`src/rtl/apb_master.sv`:
```
// apb_master: valid/ready command port to single APB3 transfers with wait states and timeout abort
`ifndef APB_DEPTH
`define APB_DEPTH 8
`endif
`ifndef APB_WIDTH
`define APB_WIDTH 32
`endif
module apb_master #(
  parameter int ADDR_W  = `APB_DEPTH,
  parameter int DATA_W  = `APB_WIDTH,
  parameter int TIMEOUT = 16
) (
  input  logic              pclk,
  input  logic              preset,
  input  logic              cmd_valid,
  output logic              cmd_ready,
  input  logic              cmd_write,
  input  logic [ADDR_W-1:0] cmd_addr,
  input  logic [DATA_W-1:0] cmd_wdata,
  output logic              rsp_valid,
  output logic [DATA_W-1:0] rsp_rdata,
  output logic              rsp_err,
  output logic              rsp_timeout,
  output logic [ADDR_W-1:0] paddr,
  output logic [DATA_W-1:0] pwdata,
  output logic              pwrite,
  output logic              psel,
  output logic              penable,
  input  logic              pready,
  input  logic [DATA_W-1:0] prdata,
  input  logic              pslverr
);
  localparam int CW = TIMEOUT > 0 ? $clog2(TIMEOUT + 1) : 1;
  localparam logic [CW-1:0] TMAX = CW'(TIMEOUT);
  typedef enum logic [1:0] {IDLE, SETUP, ACCESS} state_t;
  state_t state;
  logic [CW-1:0] cnt;
  assign cmd_ready = state == IDLE;
  always_ff @(posedge pclk or posedge preset)
    if (preset) begin
      state       <= IDLE;
      cnt         <= '0;
      paddr       <= '0;
      pwdata      <= '0;
      pwrite      <= 1'b0;
      psel        <= 1'b0;
      penable     <= 1'b0;
      rsp_valid   <= 1'b0;
      rsp_rdata   <= '0;
      rsp_err     <= 1'b0;
      rsp_timeout <= 1'b0;
    end else begin
      rsp_valid   <= 1'b0;
      rsp_rdata   <= '0;
      rsp_err     <= 1'b0;
      rsp_timeout <= 1'b0;
      case (state)
        IDLE: if (cmd_valid) begin
          paddr  <= cmd_addr;
          pwdata <= cmd_wdata;
          pwrite <= cmd_write;
          psel   <= 1'b1;
          cnt    <= '0;
          state  <= SETUP;
        end
        SETUP: begin
          penable <= 1'b1;
          state   <= ACCESS;
        end
        ACCESS: if (pready) begin
          psel      <= 1'b0;
          penable   <= 1'b0;
          state     <= IDLE;
          rsp_valid <= 1'b1;
          rsp_rdata <= pwrite ? '0 : prdata;
          rsp_err   <= pslverr;
        end else if (TIMEOUT != 0 && cnt == TMAX) begin
          psel        <= 1'b0;
          penable     <= 1'b0;
          state       <= IDLE;
          rsp_valid   <= 1'b1;
          rsp_err     <= 1'b1;
          rsp_timeout <= 1'b1;
        end else cnt <= cnt + 1'b1;
        default: state <= IDLE;
      endcase
    end
endmodule

```
`config.mk`:
```
export PLATFORM = sky130hd
export DESIGN_NAME = apb_master
export DESIGN_NICKNAME = d
export VERILOG_FILES = /design/src/rtl/apb_master.sv
export SDC_FILE = /design/constraint.sdc
export NUM_CORES = 1
export LEC_CHECK = 0
export CELL_PAD_IN_SITES_DETAIL_PLACEMENT = 1
export CELL_PAD_IN_SITES_GLOBAL_PLACEMENT = 1
export CORE_ASPECT_RATIO = 0.6
export CORE_MARGIN = 2
export CORE_UTILIZATION = 34
export CTS_CLUSTER_DIAMETER = 150
export DETAILED_ROUTE_END_ITERATION = 7
export GPL_TIMING_DRIVEN = 0
export PLACE_DENSITY = 0.95
export SETUP_SLACK_MARGIN = 0.5
export SKIP_LAST_GASP = 1
export SYNTH_ARGS = -nofsm -noshare
export SYNTH_HDL_FRONTEND = slang
export SYNTH_SLANG_ARGS = --single-unit
```
`constraint.sdc`:
```
create_clock -name pclk -period 6.65 [get_ports pclk]
set_clock_uncertainty 0.1 [all_clocks]
set_input_delay 1.33 -clock pclk [delete_from_list [all_inputs] [get_ports pclk]]
set_output_delay 1.33 -clock pclk [all_outputs]
set_load 0.02 [all_outputs]
```
== Yosys cells after proc, flatten, opt, wreduce, memory -nomap -nowiden ==
Index checks and enable logic that the tools add are counted.

* Eq/ne operators: 7
* Muxes and demuxes: 23
* Shifts and indexed selects: 0
* Multiply operators: 0
* Reduce and logical (&&, ||, !) cells: 8
* Bitwise operators: 0
* Add/sub/neg operators: 1
* Div/mod/pow operators: 0
* Magnitude comparators: 0

{| class="wikitable"
|+ Operators by type and width
! cell !! count
|-
| $mux 32 || 3
|-
| $mux 5 || 3
|-
| $mux 1 || 10
|-
| $pmux 5 s2 || 1
|-
| $mux 2 || 3
|-
| $ne 2x2->1 const B || 3
|-
| $pmux 2 s3 || 1
|-
| $reduce_and 2->1 || 3
|-
| $add 5x1->5 const B || 1
|-
| $eq 5x5->1 const B || 1
|-
| $pmux 1 s2 || 2
|-
| $reduce_and 4->1 || 1
|-
| $reduce_bool 2->1 || 2
|-
| $ne 3x3->1 const B || 1
|-
| $reduce_and 3->1 || 1
|-
| $eq 2x1->1 const B || 1
|-
| $eq 2x2->1 const B || 1
|-
| $logic_not 2->1 || 1
|}

* Memories kept: 0
* Latch bits: 0
* Memory bits (read-only): 0
* Input bits: 78
* RAM bits: 0
* Register bits: 85
* Output and inout bits: 79
* Word-level logic and storage cells: 50

== Depth between registers and ports, before layout ==
Gate-level depths: netlist of the first run.

* Depth in word-level cells: 4
* Gate-level depth with buffers: 5
* Depth with buffers taken out: 5

== Worst setup path after synthesis of the first run ==
No wires, ideal clock.

* Path type: input-to-reg
* Start: input cmd_valid
* End: register pwdata[10]
* Stages: 4
* Path slack: 4.152 ns
* Path buffers: 2
* Setup time: 0.125 ns
* Required time: 6.425 ns
* Arrival: 2.273 ns
* Cell sequence: or3b_1 -> buf_6 -> buf_6 -> mux2_4

* Longest elaborated chain between the ends: 1

{| class="wikitable"
|+ RTL lines
! item !! line !! text
|-
| from (decl) || 15 || <nowiki>input logic cmd_valid,</nowiki>
|-
| $reduce_and 2->1 (no line) || -- ||
|-
| to (signal assigned) || 60 || <nowiki>pwdata <= cmd_wdata;</nowiki>
|-
| to (decl) || 25 || <nowiki>output logic [DATA_W-1:0] pwdata,</nowiki>
|}

Every way passes these cells.
A chain may end at the register's enable or synchronous reset.

== Worst setup path after layout of the first run ==
* Start: input pready
* End: register rsp_rdata[11]

* Longest elaborated chain between the ends: 2

{| class="wikitable"
|+ RTL lines
! item !! line !! text
|-
| from (decl) || 29 || <nowiki>input logic pready,</nowiki>
|-
| $mux 32 || 70 || <nowiki>ACCESS: if (pready) begin</nowiki>
|-
| $mux 32 || 57 || <nowiki>case (state)</nowiki>
|-
| to (signal assigned) || 75 || <nowiki>rsp_rdata <= pwrite ? '0 : prdata;</nowiki>
|-
| to (decl) || 21 || <nowiki>output logic [DATA_W-1:0] rsp_rdata,</nowiki>
|}

Every way passes these cells.

==> results of run 1 <==
[cell type report]
| class | count | area share, % |
|---|---|---|
| clock inverters | 4 | 0.910 |
| multi-input cells | 106 | 18.6 |
| plain buffers | 8 | 1.17 |
| clock buffers | 12 | 4.72 |
| repair buffers | 157 | 30.3 |
| inverters | 7 | 0.551 |
| well taps | 130 | 3.11 |
| flip-flops and latches | 85 | 40.7 |
[power breakdown]
group / internal [W] / switching (W) / total, W / leakage, nW
registers: 0.000682 / 0.0000999 / 0.000781 / 1.08
logic: 0.000514 / 0.000417 / 0.000931 / 1.12
clock network: 0.000300 / 0.000194 / 0.000494 / 0.143
[registers in the layout, indices dropped and copies added (netlist names)]
| name | flops |
|---|---|
| rsp_rdata | 32 |
| pwrite | 1 |
| penable | 1 |
| rsp_err | 1 |
| cnt | 5 |
| psel | 1 |
| paddr | 8 |
| rsp_valid | 1 |
| pwdata | 32 |
| state | 2 |
| rsp_timeout | 1 |
[kinds of logic after synthesis]
group / count (synthesis)
flops: 85
simple gates: 52
buf+inv: 15
compound gates: 9
mux: 43
fa+ha+maj: 2
[cells in the final DEF, fill, tap and decap left out]
| cell type | netlist | final |
|---|---|---|
| inv_1 | 7 | 6 |
| ha_1 | 2 | 2 |
| nor3b_1 | 1 | 1 |
| clkdlybuf4s50_1 | 0 | 156 |
| clkinvlp_4 | 0 | 1 |
| mux2i_1 | 2 | 2 |
| o211ai_1 | 1 | 1 |
| dfrtp_1 | 85 | 85 |
| nand4bb_1 | 2 | 2 |
| o21ai_0 | 1 | 1 |
| clkinv_2 | 0 | 2 |
| bufinv_16 | 0 | 1 |
| and2_1 | 32 | 32 |
| nand4_1 | 1 | 1 |
| buf_6 | 4 | 4 |
| or3b_1 | 1 | 1 |
| nor2_1 | 3 | 3 |
| nor3_1 | 2 | 2 |
| and3_1 | 1 | 1 |
| clkbuf_16 | 0 | 9 |
| mux2_4 | 24 | 24 |
| buf_2 | 1 | 1 |
| a21oi_1 | 3 | 3 |
| clkbuf_8 | 0 | 1 |
| inv_4 | 0 | 1 |
| a31o_2 | 1 | 1 |
| a31oi_1 | 1 | 1 |
| nand3_1 | 1 | 1 |
| clkbuf_1 | 3 | 5 |
| nor4bb_1 | 1 | 1 |
| buf_12 | 0 | 1 |
| mux2_2 | 17 | 17 |
| o31ai_1 | 2 | 2 |
| nand2_1 | 6 | 6 |
| nand2b_1 | 1 | 1 |
[layer usage]
metal / up-vias / global-route usage, % / part of all wire [%]
met1: 1091 / 21.8 / 42
met5: - / 0 / 0
met3: 12 / 10.6 / 13
li1: 1021 / - / -
met4: 0 / 5.22 / 1.1
met2: 119 / 27.4 / 43
[tightest hold or removal path: cells and delay by family (launching register included)]
kind / cells / cell delay, ns
flops: 1 / 0.35
simple gates: 1 / 0.07
compound gates: 1 / 0.04
[worst max-delay path by stage]
stage	depth (start not counted)	to	from
after floorplan	1	cnt[0]	preset
after global placement	2	pwdata[14]	preset
after detailed placement	5	rsp_rdata[6]	pready
after CTS	5	rsp_rdata[6]	pready
after global routing	5	rsp_rdata[5]	pready
final	5	rsp_rdata[11]	pready
[metrics by stage]
stage	worst slack [ns]	utilization [%]	area, um2	hold WS [ns]	cells
floorplan	3.03	-	3190	0.365	206
global placement	1.79	53.6	4910	0.385	492
detailed placement	3.24	53.9	4930	0.399	493
CTS	3.58	57.1	5230	0.412	509
global route	3.46	57.1	5230	0.428	509
finish	3.64	57.1	5230	0.410	509
==> results by group, run 1 <==
Logic synthesis
  – Top cell type's share of synthesized area: about two thirds
  – Syn Area/Cell: 15.5 um2
  – Cell variety after synth: 27
  – Number of synthesized flops with an enable pin: 0
  – Most common cell in the netlist: dfrtp_1
  – Synthesized area: 3190 um2
  – Post-Synth Simple-Gate Area: 9.94%
  – Yosys top cell by area: dfrtp_1
  – Sequential fraction of the synthesis area: between 60% and 70%
  – Synth Area in Adders: 0.786%
  – Post-synth top cells: 85 x dfrtp_1, 32 x and2_1, 24 x mux2_4, 17 x mux2_2, 7 x inv_1
  – XOR/XNOR share of the synthesized area: 0%
  – Main combinational cell family by area after synthesis: multiplexers
  – Net Count, Synth: ~290
  – Post-synthesis sequential element count: 85
  – Post-Synthesis Cells: 206
  – Async S/R FF share, synth: 100%
  – Ys flop type: dfrtp_1
  – Synth Area in Compound Gates: 1.81%
  – Mux contribution to synthesized area: 17.9%
  – Synth top area cells: dfrtp_1 67%, mux2_4 11%, and2_1 6.3%
  – Ys Warns: 0

Placement
  – Placed wire-length estimate: 6.57 mm
  – Placer's final routability congestion estimate: 0.750
  – Port bufs: 156

Finish
  – Multi-input gate area: 971 um2
  – Flip-flop and latch area: 2130 um2
  – Fill cells: 905
  – Nets: 454
  – Synthesis-to-finish area growth: 64.1%
  – Diodes inserted: 0
  – Layout cells sized above 1: 16.6%

Floorplanning
  – Initial core utilization: between 30% and 40%
  – Std cell rows: 27
  – I/O pins: 157
  – DIE WIDTH: 129 um
  – Placeable Area: between 9000 and 10000 um2
  – Die Y-Extent: between 70 and 80 um
  – Die area: 10200 um2

Worst setup path
  – R2r setup slk: roughly 4.7 ns
  – Arr. time, crit path: 3.18 ns
  – Reg-to-reg endpoint: rsp_rdata[11]
  – Worst path slowest cell: nor3_1
  – Crit Path Class: in -> reg
  – Buf/Inv on CP: 3
  – Crit path max-delay family: buffers and inverters
  – Worst EP required: 6.81 ns
  – Critical path launch point type: input pin
  – CP Cell Sequence: clkdlybuf4s50_1 > inv_1 > nor3_1 > clkbuf_1 > and2_1
  – Reg2Reg Depth: 4
  – Crit-path max FO: 10
  – Worst reg2reg startpoint: state[0]
  – Critical path capture point type: register
  – CP max stage delay: 0.65 ns

Route
  – ANT nets after route: 0
  – Initial DRC count: 33
  – Wire length per cell: approximately 17 um
  – Drt drc: 0
  – Routed wire length: 8.57 mm
  – Via density: 4.41
  – DR vias: 2243
  – Initial DRT Pass Iterations: 2

STA
  – Fmax: 332 MHz
  – RSZ-0062 raised after global routing: no
  – Slew Limit Fails: 0
  – # setup viols final: 0
  – Worst slew pin tran: 0.760 ns
  – Final hold vios: 0
  – Setup_tns: 0 ns
  – Crit share post-route: 45.3%
  – Rel. slew slack: 48.9%
  – Minimum clock period: 3.01 ns

Clock network
  – Hold-fix buffers at CTS: 0
  – Clock transition at path regs: 0.06 ns
  – H-tree Lvls: 3
  – TritonCTS clock tree: built
  – Post-CTS setup buffers: 0
  – Clk_lat worst skew: 0.33 ns
  – Clock root cell: clkbuf_16
  – Inserted Clock Buffers: 9
  – Post-cts gate resize count: 0
  – CTS max path bufs: 2
  – Clock Sinks: 85

Pwr
  – Static Leak: 2.35 nW
  – Tot Pwr: 0.00221 W
  – Pwr dens: 422 nW/um2
  – VDD IR max: 150 uV

Hold path
  – Cells on Worst Hold Path: 2
  – Worst Hold Path EP: psel
  – Hold_sp: psel
  – Hold crit path type: reg -> reg

Global routing
  – Grt ovf: 0
  – Global-route wire length before repair: 13.7 mm
  – Vias in the first global route: 2478
  – Pin count of the biggest net entering global routing: 44
  – Initial antenna violation count: 0
  – Total track usage: 18.1%

Status
  – Run status: finished, final reports clean

Job
  – Max-cap violation count: 0
No activity file was read; power rests on OpenSTA's default activity.
==> run 2: changes to the inputs <==
Settings changed: CORE_UTILIZATION 34 to 31, PLACE_DENSITY 0.95 to 0.89.
Clock period 6.65 ns to 3 ns, I/O delays scaled along.
==> run 2 against run 1 <==
Hold slack got worse by 0.0067 ns. Cell area is 1.1% higher. Sequential power grew 120%. Non-clock buffer count rose by 1. Setup slack lost 2.9 ns. Die area increased by 9.3%. Clock power rose by 140%. Routed wire length grew 0.85%. Critical path depth did not move. Register-to-register slack got worse by 3.6 ns. Final cell count increased by 1.2%. Largest power group unchanged.
==> results by group, run 2 (synthesis gave the netlist of run 1 again) <==
Status
  – Run status: finished, final reports clean

Clock network
  – Clock Sinks: 85
  – Clock root cell: clkbuf_16
  – Inserted Clock Buffers: 9
  – Post-cts gate resize count: 0
  – Clk_lat worst skew: 0.32 ns
  – TritonCTS clock tree: built
  – Hold-fix buffers at CTS: 0
  – Clock transition at path regs: 0.06 ns
  – H-tree Lvls: 3
  – CTS max path bufs: 2
  – Post-CTS setup buffers: 0

Hold path
  – Hold crit path type: reg -> reg

Route
  – Initial DRC count: 35
  – Initial DRT Pass Iterations: 4
  – DR vias: 2244
  – Drt drc: 0
  – Via density: 4.36
  – Routed wire length: 8.65 mm
  – ANT nets after route: 0
  – Wire length per cell: 16.8 um

Finish
  – Commonest non-fill, non-tap cell in the layout: clkdlybuf4s50_1
  – Layout cells sized above 1: 17.4%
  – Nets: 455
  – Synthesis-to-finish area growth: 65.9%
  – Top Registers: pwdata x32, rsp_rdata x32, paddr x8
  – Fill cells: 987
  – Most frequent cells in the layout: 156 x clkdlybuf4s50_1, 85 x dfrtp_1, 32 x and2_1
  – Diodes inserted: 0

Pwr
  – VDD IR max: 386 uV
  – Pwr dens: 941 nW/um2
  – Static Leak: 2.37 nW

Floorplanning
  – Std cell rows: 28
  – Die area: 11100 um2
  – Initial core utilization: 32.1%
  – Die Y-Extent: 82.5 um
  – DIE WIDTH: 135 um
  – Placeable Area: 9910 um2
  – I/O pins: 157

STA
  – # setup viols final: 0
  – RSZ-0062 raised after global routing: no
  – Worst slew pin tran: 0.729 ns
  – Rel. slew slack: between 50% and 60%
  – Slew Limit Fails: 0
  – Fmax: 443 MHz
  – Final hold vios: 0
  – Minimum clock period: 2.26 ns
  – Setup_tns: 0 ns
  – Crit share post-route: 75.3%
  – Hold_ws: slightly above 0.4 ns

Global routing
  – Vias in the first global route: 2545
  – Pin count of the biggest net entering global routing: 35
  – Initial antenna violation count: 0
  – Total track usage: 16.3%
  – Grt ovf: 0
  – Global-route wire length before repair: approximately 13 mm

Placement
  – Placer's final routability congestion estimate: about 0.7
  – Placed wire-length estimate: 6.62 mm
  – Port bufs: 156

Worst setup path
  – Crit-path max FO: 10
  – Arr. time, crit path: between 2 and 2.5 ns
  – Crit Path Class: in -> reg
  – Worst EP required: 3.16 ns
  – Critical path capture point type: register
  – Critical path launch point type: input pin
  – R2r setup slk: 1.02 ns

Job
  – Max-cap violation count: 0
[run 2: cell count changes in the layout (fill, tap and decap cells not counted), sizes merged]
cell      previous run  this run
clkbuf              15        13
clkinv               2         3
inv                  7         6
bufinv               1         2
buf                  6         7
clkinvlp             1         2
[run 2: layer usage]
| layer | GRT usage (%) | wire length [um] |
|---|---|---|
| met3 | 9.65 | 1090 |
| met4 | 5.26 | 62 |
| met5 | 0 | 0 |
| met2 | 26.1 | 3920 |
| met1 | 18.5 | 3570 |
[run 2: power breakdown]
part           internal (W)  leakage, nW  total (W)  switching, W
clock              0.000750        0.158    0.00119      0.000438
sequential          0.00151         1.08    0.00173      0.000218
combinational       0.00114         1.13    0.00205      0.000912
total               0.00340         2.37    0.00497       0.00157
[run 2: per-stage QoR]
step                util, %  area (um2)  setup WS (ns)  power, W  cells
floorplan                 -        3190           1.23   0.00282    206
global placement       49.6        4920          0.337   0.00373    497
detailed placement     50.0        4960          0.327   0.00382    499
CTS                    53.3        5290          0.678   0.00504    515
global route           53.3        5290          0.574   0.00523    515
finish                 53.3        5290          0.742   0.00497    515
[run 2: worst paths after layout]
path | from | endpoint | cells after the start
worst max-delay path | pready | rsp_rdata[10] | 5
worst min-delay path | penable | penable | 2
worst max register to register | state[0] | rsp_rdata[10] | 4
worst min register to register | penable | penable | 2
max in group asynchronous | preset | rsp_rdata[30] | 3
min in group asynchronous | preset | paddr[7] | 2
[run 2: cell type report]
cell class	count	area (um2)	share of cell area, %
Tap cell	135	169	3.20
Clock buffer	10	239	4.52
Multi-Input combinational cell	106	971	18.4
Sequential cell	85	2130	40.2
Inverter	7	30.0	0.568
Timing Repair Buffer	158	1600	30.3
Clock inverter	6	86.3	1.63
Buffer	8	61.3	1.16
[run 2: critical path, stage by stage]
cell and delay, ns:
clkdlybuf4s50_1 0.55, inv_1 0.10, nor3_1 0.62, clkbuf_1 0.36
and2_1 0.19
